File: config.mk
export PLATFORM = sky130hd
export DESIGN_NAME = instr_fetch_unit
export DESIGN_NICKNAME = d
export VERILOG_FILES = /design/src/rtl/riscv_pkg.sv /design/src/rtl/fetch_fifo.sv /design/src/rtl/instr_fetch_unit.sv
export SDC_FILE = /design/constraint.sdc
export NUM_CORES = 1
export LEC_CHECK = 0
export ABC_CLOCK_PERIOD_IN_PS = 3550
export BUFFER_PORTS_ARGS = -buffer_cell sky130_fd_sc_hd__buf_2
export CORE_MARGIN = 2
export CORE_UTILIZATION = 37
export CTS_CLUSTER_DIAMETER = 40
export CTS_CLUSTER_SIZE = 40
export DETAILED_ROUTE_END_ITERATION = 12
export PLACE_DENSITY = 0.63
export SLEW_MARGIN = 20
export SYNTH_ARGS = -nofsm -noshare
export SYNTH_HDL_FRONTEND = slang
export SYNTH_SLANG_ARGS = --single-unit
export TNS_END_PERCENT = 100
File: constraint.sdc
create_clock -name clk -period 3.55 [get_ports clk]
set_input_delay 0.5325 -clock clk [delete_from_list [all_inputs] [get_ports clk]]
set_output_delay 0.5325 -clock clk [all_outputs]
set_load 0.005 [all_outputs]
File: src/rtl/riscv_pkg.sv
// Shared RISC-V core constants and the fetch queue entry type.
package riscv_pkg;

  localparam int unsigned      XLEN             = 32;
  localparam logic [XLEN-1:0]  RESET_PC_DEFAULT = 32'h0000_0000;
  localparam logic [XLEN-1:0]  INSTR_NOP        = 32'h0000_0013;
  localparam logic [XLEN-1:0]  PC_STEP          = 32'd4;
  localparam logic [XLEN-1:0]  PC_ALIGN_MASK    = 32'hFFFF_FFFC;

  typedef struct packed {
    logic [XLEN-1:0] pc;
    logic [XLEN-1:0] instr;
  } fetch_entry_t;

endpackage

File: src/rtl/fetch_fifo.sv
// Synchronous DEPTH-entry FIFO of {pc, instr} pairs with a single-cycle flush.
module fetch_fifo
  import riscv_pkg::*;
#(
  parameter int unsigned DEPTH = 4
) (
  input  logic                         clk,
  input  logic                         rst,
  input  logic                         flush,
  input  logic                         push,
  input  logic [XLEN-1:0]              push_pc,
  input  logic [XLEN-1:0]              push_instr,
  input  logic                         pop,
  output logic [XLEN-1:0]              head_pc,
  output logic [XLEN-1:0]              head_instr,
  output logic [$clog2(DEPTH+1)-1:0]   count
);

  localparam int unsigned CW = $clog2(DEPTH + 1);
  localparam int unsigned AW = (DEPTH > 1) ? $clog2(DEPTH) : 1;

  fetch_entry_t  mem [DEPTH];
  logic [AW-1:0] rd_ptr;
  logic [AW-1:0] wr_ptr;

  // Explicit wrap keeps non-power-of-two depths correct.
  function automatic logic [AW-1:0] ptr_next(input logic [AW-1:0] p);
    return (p == AW'(DEPTH - 1)) ? '0 : p + AW'(1);
  endfunction

  always_ff @(posedge clk) begin
    if (!rst || flush) begin
      rd_ptr <= '0;
      wr_ptr <= '0;
      count  <= '0;
    end else begin
      if (push) wr_ptr <= ptr_next(wr_ptr);
      if (pop)  rd_ptr <= ptr_next(rd_ptr);
      case ({push, pop})
        2'b10:   count <= count + CW'(1);
        2'b01:   count <= count - CW'(1);
        default: count <= count;
      endcase
    end
  end

  always_ff @(posedge clk) begin
    if (rst && !flush && push) begin
      mem[wr_ptr] <= '{pc: push_pc, instr: push_instr};
    end
  end

  always_comb begin
    head_pc    = mem[rd_ptr].pc;
    head_instr = mem[rd_ptr].instr;
  end

endmodule

File: src/rtl/instr_fetch_unit.sv
// Instruction fetch front end: issues in-order fetches, queues responses for
// decode, and discards stale responses after a redirect.
module instr_fetch_unit
  import riscv_pkg::*;
#(
  parameter int unsigned     DEPTH    = 4,
  parameter logic [XLEN-1:0] RESET_PC = RESET_PC_DEFAULT
) (
  input  logic            clk,
  input  logic            rst,
  input  logic            redirect_valid,
  input  logic [31:0]     redirect_pc,
  output logic            imem_req_valid,
  input  logic            imem_req_ready,
  output logic [31:0]     imem_req_addr,
  input  logic            imem_resp_valid,
  input  logic [31:0]     imem_resp_data,
  output logic            inst_valid,
  input  logic            inst_ready,
  output logic [31:0]     inst_data,
  output logic [31:0]     inst_pc,
  output logic [31:0]     pc_out
);

  localparam int unsigned CW      = $clog2(DEPTH + 1);
  localparam logic [CW:0] DEPTH_W = (CW + 1)'(DEPTH);

  logic [XLEN-1:0] fetch_pc;
  logic [XLEN-1:0] resp_pc;
  logic [CW-1:0]   count;
  logic [CW-1:0]   inflight;
  logic [CW-1:0]   drop;

  logic [CW:0]     occupancy;
  logic            req_valid;
  logic            req_fire;
  logic            resp_fire;
  logic            push;
  logic            pop;
  logic            inst_avail;
  logic [XLEN-1:0] redirect_target;
  logic [XLEN-1:0] head_pc;
  logic [XLEN-1:0] head_instr;

  // Outstanding requests count against the queue so every response has a slot.
  always_comb begin
    occupancy       = {1'b0, count} + {1'b0, inflight};
    req_valid       = !redirect_valid && (occupancy < DEPTH_W);
    req_fire        = req_valid && imem_req_ready;
    resp_fire       = imem_resp_valid && (inflight != '0);
    push            = resp_fire && (drop == '0) && !redirect_valid;
    inst_avail      = (count != '0);
    pop             = inst_avail && inst_ready && !redirect_valid;
    redirect_target = redirect_pc & PC_ALIGN_MASK;
  end

  always_ff @(posedge clk) begin
    if (!rst) begin
      fetch_pc <= RESET_PC;
      resp_pc  <= RESET_PC;
      inflight <= '0;
      drop     <= '0;
    end else if (redirect_valid) begin
      // A response landing in the redirect cycle is itself stale and is not counted in drop.
      fetch_pc <= redirect_target;
      resp_pc  <= redirect_target;
      inflight <= inflight - CW'(resp_fire);
      drop     <= inflight - CW'(resp_fire);
    end else begin
      if (req_fire) fetch_pc <= fetch_pc + PC_STEP;
      if (resp_fire) begin
        if (drop != '0) drop <= drop - CW'(1);
        else            resp_pc <= resp_pc + PC_STEP;
      end
      inflight <= inflight + CW'(req_fire) - CW'(resp_fire);
    end
  end

  fetch_fifo #(
    .DEPTH (DEPTH)
  ) u_fifo (
    .clk        (clk),
    .rst        (rst),
    .flush      (redirect_valid),
    .push       (push),
    .push_pc    (resp_pc),
    .push_instr (imem_resp_data),
    .pop        (pop),
    .head_pc    (head_pc),
    .head_instr (head_instr),
    .count      (count)
  );

  // Empty queue presents a NOP so decode never sees stale storage.
  always_comb begin
    imem_req_valid = rst && req_valid;
    imem_req_addr  = fetch_pc;
    inst_valid     = rst && inst_avail;
    inst_data      = !rst ? '0 : (inst_avail ? head_instr : INSTR_NOP);
    inst_pc        = rst ? head_pc : RESET_PC;
    pc_out         = rst ? fetch_pc : RESET_PC;
  end

endmodule

After elaboration in Yosys (flattened, before gate mapping)
Memory sizes are Yosys's and may differ from the RTL's. A register that Yosys moved wholly into a read port is not among the register bits.
Index checks and enable logic that the tools add are counted.
{ "totals": {"ram_bits": 256, "n_memories": 1, "elab_cells": 75, "reg_bits": 77} }
{ "mem_list": {"columns": ["memory", "words", "width", "rd", "rd_ports_with_merged_regs", "wr", "line_no", "source"], "rows": [
  ["u_fifo.mem", 4, 64, 1, 1, 1, "fetch_fifo.sv:22", "fetch_entry_t mem [DEPTH];"]
]} }
{ "op_classes": {"n_lt_le_gt_ge": 1, "muxes": 20, "n_eq_ne": 5, "n_addsub": 11, "bitwise": 2, "reduce_logical": 26} }
{ "ops": {"columns": ["operator", "count"], "rows": [
  ["32-bit two-way mux", 9],
  ["32-bit by 3-bit adder with 32-bit output, second input constant", 2],
  ["3-bit two-way mux", 4],
  ["1-bit logical AND", 11],
  ["3-bit nonzero test", 3],
  ["2-bit two-way mux", 4],
  ["2-bit nonzero test", 4],
  ["2-bit == test, second input constant", 3],
  ["3-bit one-hot mux with 2 select lines", 1],
  ["2-bit AND reduction", 3],
  ["3-bit by 1-bit subtractor with 3-bit output", 2],
  ["3-bit by 1-bit subtractor with 3-bit output, second input constant", 2],
  ["2-bit by 1-bit adder with 2-bit output, second input constant", 2],
  ["3-bit by 3-bit adder with 4-bit output", 1],
  ["4-bit by 3-bit less-than comparator with 1-bit output, second input constant", 1],
  ["3-bit by 1-bit adder with 3-bit output", 1],
  ["3-bit by 1-bit adder with 3-bit output, second input constant", 1],
  ["3-bit zero test", 1],
  ["2-bit by 1-bit == test with 1-bit output, second input constant", 1],
  ["1-bit zero test", 2],
  ["1-bit two-way mux", 2],
  ["2-bit inequality test, second input constant", 1],
  ["1-bit inverter", 2],
  ["2-bit OR reduction", 1],
  ["1-bit logical OR", 1]
]} }

Longest topological paths before layout
{ "depth": {"word_depth": 7, "ltp_mapped": 14, "depth_no_buf": 12} }

By module
From an unflattened synthesis, not the netlist that was laid out.
{ "hier_totals": {"hier_cells": 944, "hier_area_um2": 14078.5} }
{ "by_module_without_submodules": {"columns": ["mod", "instances", "area_each_um2", "cells_per_inst"], "rows": [
  ["fetch_fifo", 1, 9749.4, 378],
  ["instr_fetch_unit", 1, 4329.2, 566]
]} }

Worst setup path after synthesis
No wires, ideal clock.
{ "synth_timing": {"kind": "register to register", "start": "register drop[0]", "end": "memory u_fifo.mem[0][0] (netlist bit), enable pin", "period_less_slack_ns": 3.151, "arrival_ns": 2.724, "setup_slack_ns": 0.399, "setup_time_ns": 0.427, "stages_incl_launch_ff": 7, "required_ns": 3.123, "path_cell_list": "dfxtp_1 > inv_1 > ha_1 > nand3b_1 > nor2_1 > clkbuf_1 > and3_1"} }
{ "synth_via": {"elab_chain_len": 6} }
{ "synth_rtl": {"columns": ["element", "line_no", "source"], "rows": [
  ["from (decl)", "instr_fetch_unit.sv:32", "logic [CW-1:0] drop;"],
  ["from (signal assigned)", "instr_fetch_unit.sv:68", "drop <= inflight - CW'(resp_fire);"],
  ["from (signal assigned)", "instr_fetch_unit.sv:72", "if (drop != '0) drop <= drop - CW'(1);"],
  ["3-bit zero test", "instr_fetch_unit.sv:51", "push = resp_fire && (drop == '0) && !redirect_valid;"],
  ["1-bit logical AND (2 in series)", "instr_fetch_unit.sv:51", null],
  ["1-bit logical AND", "fetch_fifo.sv:48", "if (rst && !flush && push) begin"],
  ["1-bit two-way mux", "fetch_fifo.sv:48", null],
  ["1-bit two-way mux (implied by the code)", "fetch_fifo.sv:49", "mem[wr_ptr] <= '{pc: push_pc, instr: push_instr};"],
  ["to (decl)", "fetch_fifo.sv:22", null]
]} }
Every way passes these cells.

==> impl_metrics.tcl <==
set metrics [dict create \
    leakagePower_nw 6.16 \
    grt_pass1_vias 8710 \
    reg2reg_slack_ps 760 \
    worstSkewPairLatency_ps 530 \
    sw_frac_of_total_pct 23.0 \
    post-route-period-util_pct 82.9 \
    synth-compound-area-share_pct 5.95 \
    via_per_inst 5.33 \
    clock_skew_ps 17.2 \
    yosysSeqAreaShare_pct 65.2 \
    wirelength_um 32800 \
    post-route-cell-area_mm2 0.0167 \
    root_buffer "clkbuf_16" \
    row_count 70 \
    tns_ps 0 \
    synth_cell_type_count 56 \
    clockPowerShare_pct 46.2 \
    antenna_left 0 \
    track_usage_pct 16.9 \
    p_comb_share_pct 8.1 \
    antenna_cells 0 \
    numCtsBuffers 39 \
    drtIter0Drc 589 \
    path_cells "buf_4 -> mux4_2 -> and3_1 -> buf_2" \
    synth_seq_cells 323 \
    cts_setup_buffers 0 \
    place_area_mm2 0.0153 \
    fin_nets 1234 \
    path_max_fanout 25 \
    regArea_mm2 0.00895 \
    timing.rr.start "inflight[0]" \
    p_int_mw 7.34 \
    die_h_um 197 \
    ys_warn_count 0 \
    reg2reg_to "u_fifo.count[2]" \
    path_clk_slew_ps 60 \
    worstHoldPathCells 1 \
    slowest_stage "dfxtp_4" \
    cts_tree "built" \
    end_kind "output pin" \
    critPathMaxStageDelay_ps 690 \
    htree_levels 2 \
    synth_cells 949 \
    cp-start-kind "register" \
    initial_core_util_pct 37.6 \
    max_slew_margin_pct 45.4 \
    syn2layout_area_growth_pct 22.0 \
    dp_hpwl_um 20900 \
    hold_viol 0 \
    synth_area_per_cell_um2 14.5 \
    hold_path.startpoint "imem_resp_data[25]" \
    grt_pass1_wl_um 50400 \
    dr_total_vias 8762 \
    hp-class "in -> reg" \
    multi_input_area_mm2 0.00444 \
    power_density_mw_per_mm2 569 \
    drcViolationCount 0 \
    drt_pass1_iterations 5 \
    gp_congestion 0.829 \
    synthXorXnorAreaFrac_pct 2.62 \
    cp_data_required_time_ps 3020 \
    grt_max_degree 106 \
    peakVddDrop_v 0.000412 \
    synth_edf_count 248 \
    max_clock_freq_ghz 0.340 \
    tightest_slew_ps 816 \
    synth_top_family_by_area "simple AND/OR/NAND/NOR gates" \
    drive_above_1_share_pct 30.3 \
    antenna_found_initial 0 \
    crit_type "reg -> out" \
    cts-resized-gates 0 \
    synthAdderAreaFrac_pct 1.75 \
    clock_sinks 323 \
    rsz0062_at_grt "no" \
    synth_mux_area_share_pct 10.5 \
    whs_endpoint "u_fifo.mem[0][25]" \
    outcome "finished clean" \
    p_seq_share_pct 45.7 \
    cap_violations 0 \
    synth_area_mm2 0.0137 \
    port_buffers 191 \
    max-clock-path-buffers 3 \
    async_reset_ff_share_pct 0 \
    finalSetupViolations 0 \
    nFillCells 3272 \
    grt_overflow 0 \
    p_sw_mw 2.19 \
    wl_per_cell_um 20.0 \
    dieArea_mm2 0.0386 \
    synthFlopType "edfxtp_1" \
    timing.final.crit_period_ps 2940 \
    core_mm2 0.0365 \
    io_pins 200 \
    cp.arrival_ps 2410 \
    postCtsHoldBufs 0 \
    slew_violations 0 \
    synth-simple-area-share_pct 11.3 \
    rr_worst_depth 9 \
    fp.dieW_um 197 \
]
==> state kept, by name (all words and copies together) (netlist names), named ones only <==
name and cells:
drop 3, resp_pc 30, u_fifo.wr_ptr 2, u_fifo.mem 248, inflight 3, u_fifo.rd_ptr 2, imem_req_addr 30, u_fifo.count 3
==> cell type report <==
class,count,share of cell area [%]
tap,468,3.50
clock buffer,43,6.11
sequential,323,53.5
multi-input combinational,546,26.5
clock inverter,29,2.65
timing repair buffer,214,7.21
inverter,22,0.494
==> layer usage <==
layer	GRT usage [%]	vias up	routed length [um]
met1	23.9	4447	15100
li1	-	4034	-
met3	2.93	51	1570
met5	0	-	0
met2	26.8	230	15400
met4	5.36	0	749
==> cell families after synthesis <==
group                    Yosys count
AO/OA/AOI/OAI                    142
XOR/XNOR                          41
adder cells (fa/ha/maj)           18
buffers and inverters             85
flip-flops                       323
multiplexers                      66
other                              1
AND/OR/NAND/NOR                  273
==> how the worst max path moves through the flow <==
stage	start	endpoint	slack, ps	cells after the start
3_3_place_gp	inflight[0]	u_fifo.count[2]	760	9
5_1_grt	register	inst_data[2]	420	4
3_5_place_dp	inflight[0]	u_fifo.count[2]	770	9
6_report	register	inst_data[5]	610	4
2_1_floorplan	drop[0]	u_fifo.mem[0][0]	400	6
4_1_cts	register	inst_data[5]	490	4
==> layout by cell type (no fill, tap or decap), types with 6 or more instances in the layout <==
| master | netlist | final |
|---|---|---|
| ha_1 | 16 | 16 |
| dfxtp_1 | 75 | 73 |
| buf_2 | 9 | 190 |
| inv_1 | 20 | 19 |
| xor2_1 | 35 | 35 |
| conb_1 | 1 | 6 |
| nand2_1 | 39 | 39 |
| buf_12 | 0 | 6 |
| and2_1 | 56 | 56 |
| nor3_1 | 7 | 7 |
| a31oi_1 | 10 | 10 |
| nand4_1 | 25 | 25 |
| and4_1 | 7 | 7 |
| and3_1 | 48 | 44 |
| buf_4 | 6 | 18 |
| edfxtp_1 | 248 | 248 |
| mux4_2 | 62 | 62 |
| nand3_1 | 24 | 24 |
| xnor2_1 | 6 | 6 |
| bufinv_16 | 0 | 9 |
| o21ai_0 | 46 | 46 |
| clkbuf_16 | 0 | 40 |
| nor2_1 | 39 | 39 |
| a21oi_1 | 59 | 59 |
==> cell usage after synthesis (7+ instances only) <==
| cell type | number | area (um^2) |
|---|---|---|
| mux4_2 | 62 | 1400 |
| and2_1 | 56 | 350 |
| inv_1 | 20 | 75.1 |
| clkbuf_1 | 45 | 169 |
| xor2_1 | 35 | 307 |
| ha_1 | 16 | 200 |
| a31oi_1 | 10 | 62.6 |
| and3_1 | 48 | 300 |
| o21ai_0 | 46 | 230 |
| nand2_1 | 39 | 146 |
| and4_1 | 7 | 61.3 |
| nand3_1 | 24 | 120 |
| dfxtp_1 | 75 | 1500 |
| nand4_1 | 25 | 156 |
| a21oi_1 | 59 | 295 |
| edfxtp_1 | 248 | 7450 |
| nor3_1 | 7 | 35.0 |
| buf_2 | 9 | 45.0 |
| nor2_1 | 39 | 146 |
==> power groups by stage <==
stage | clock network (mW) | registers [mW] | logic [mW]
floorplan | 0 | 4.38 | 0.505
global placement | 0 | 4.42 | 0.769
detailed placement | 0 | 4.43 | 0.778
CTS | 4.50 | 4.35 | 0.783
global route | 4.67 | 4.37 | 0.869
finish | 4.41 | 4.35 | 0.771
==> worst max-delay path: cells and delay by family, from the launching register on <==
kind | cells | cell delay (ps)
flip-flops | 1 | 690
multiplexers | 1 | 510
buffers and inverters | 2 | 470
AND/OR/NAND/NOR | 1 | 210
==> metrics by stage <==
stage               power [mW]  setup WS, ps  util [%]  hold WS, ps  instances
floorplan                 4.89           399         -          454        954
global placement          5.19           765      41.8          461       1573
detailed placement        5.21           772      41.8          468       1573
CTS                       9.63           487      45.8          184       1645
global route              9.90           418      45.8          198       1645
finish                    9.53           606      45.8          215       1645
Power figures use the tool's default switching activity.
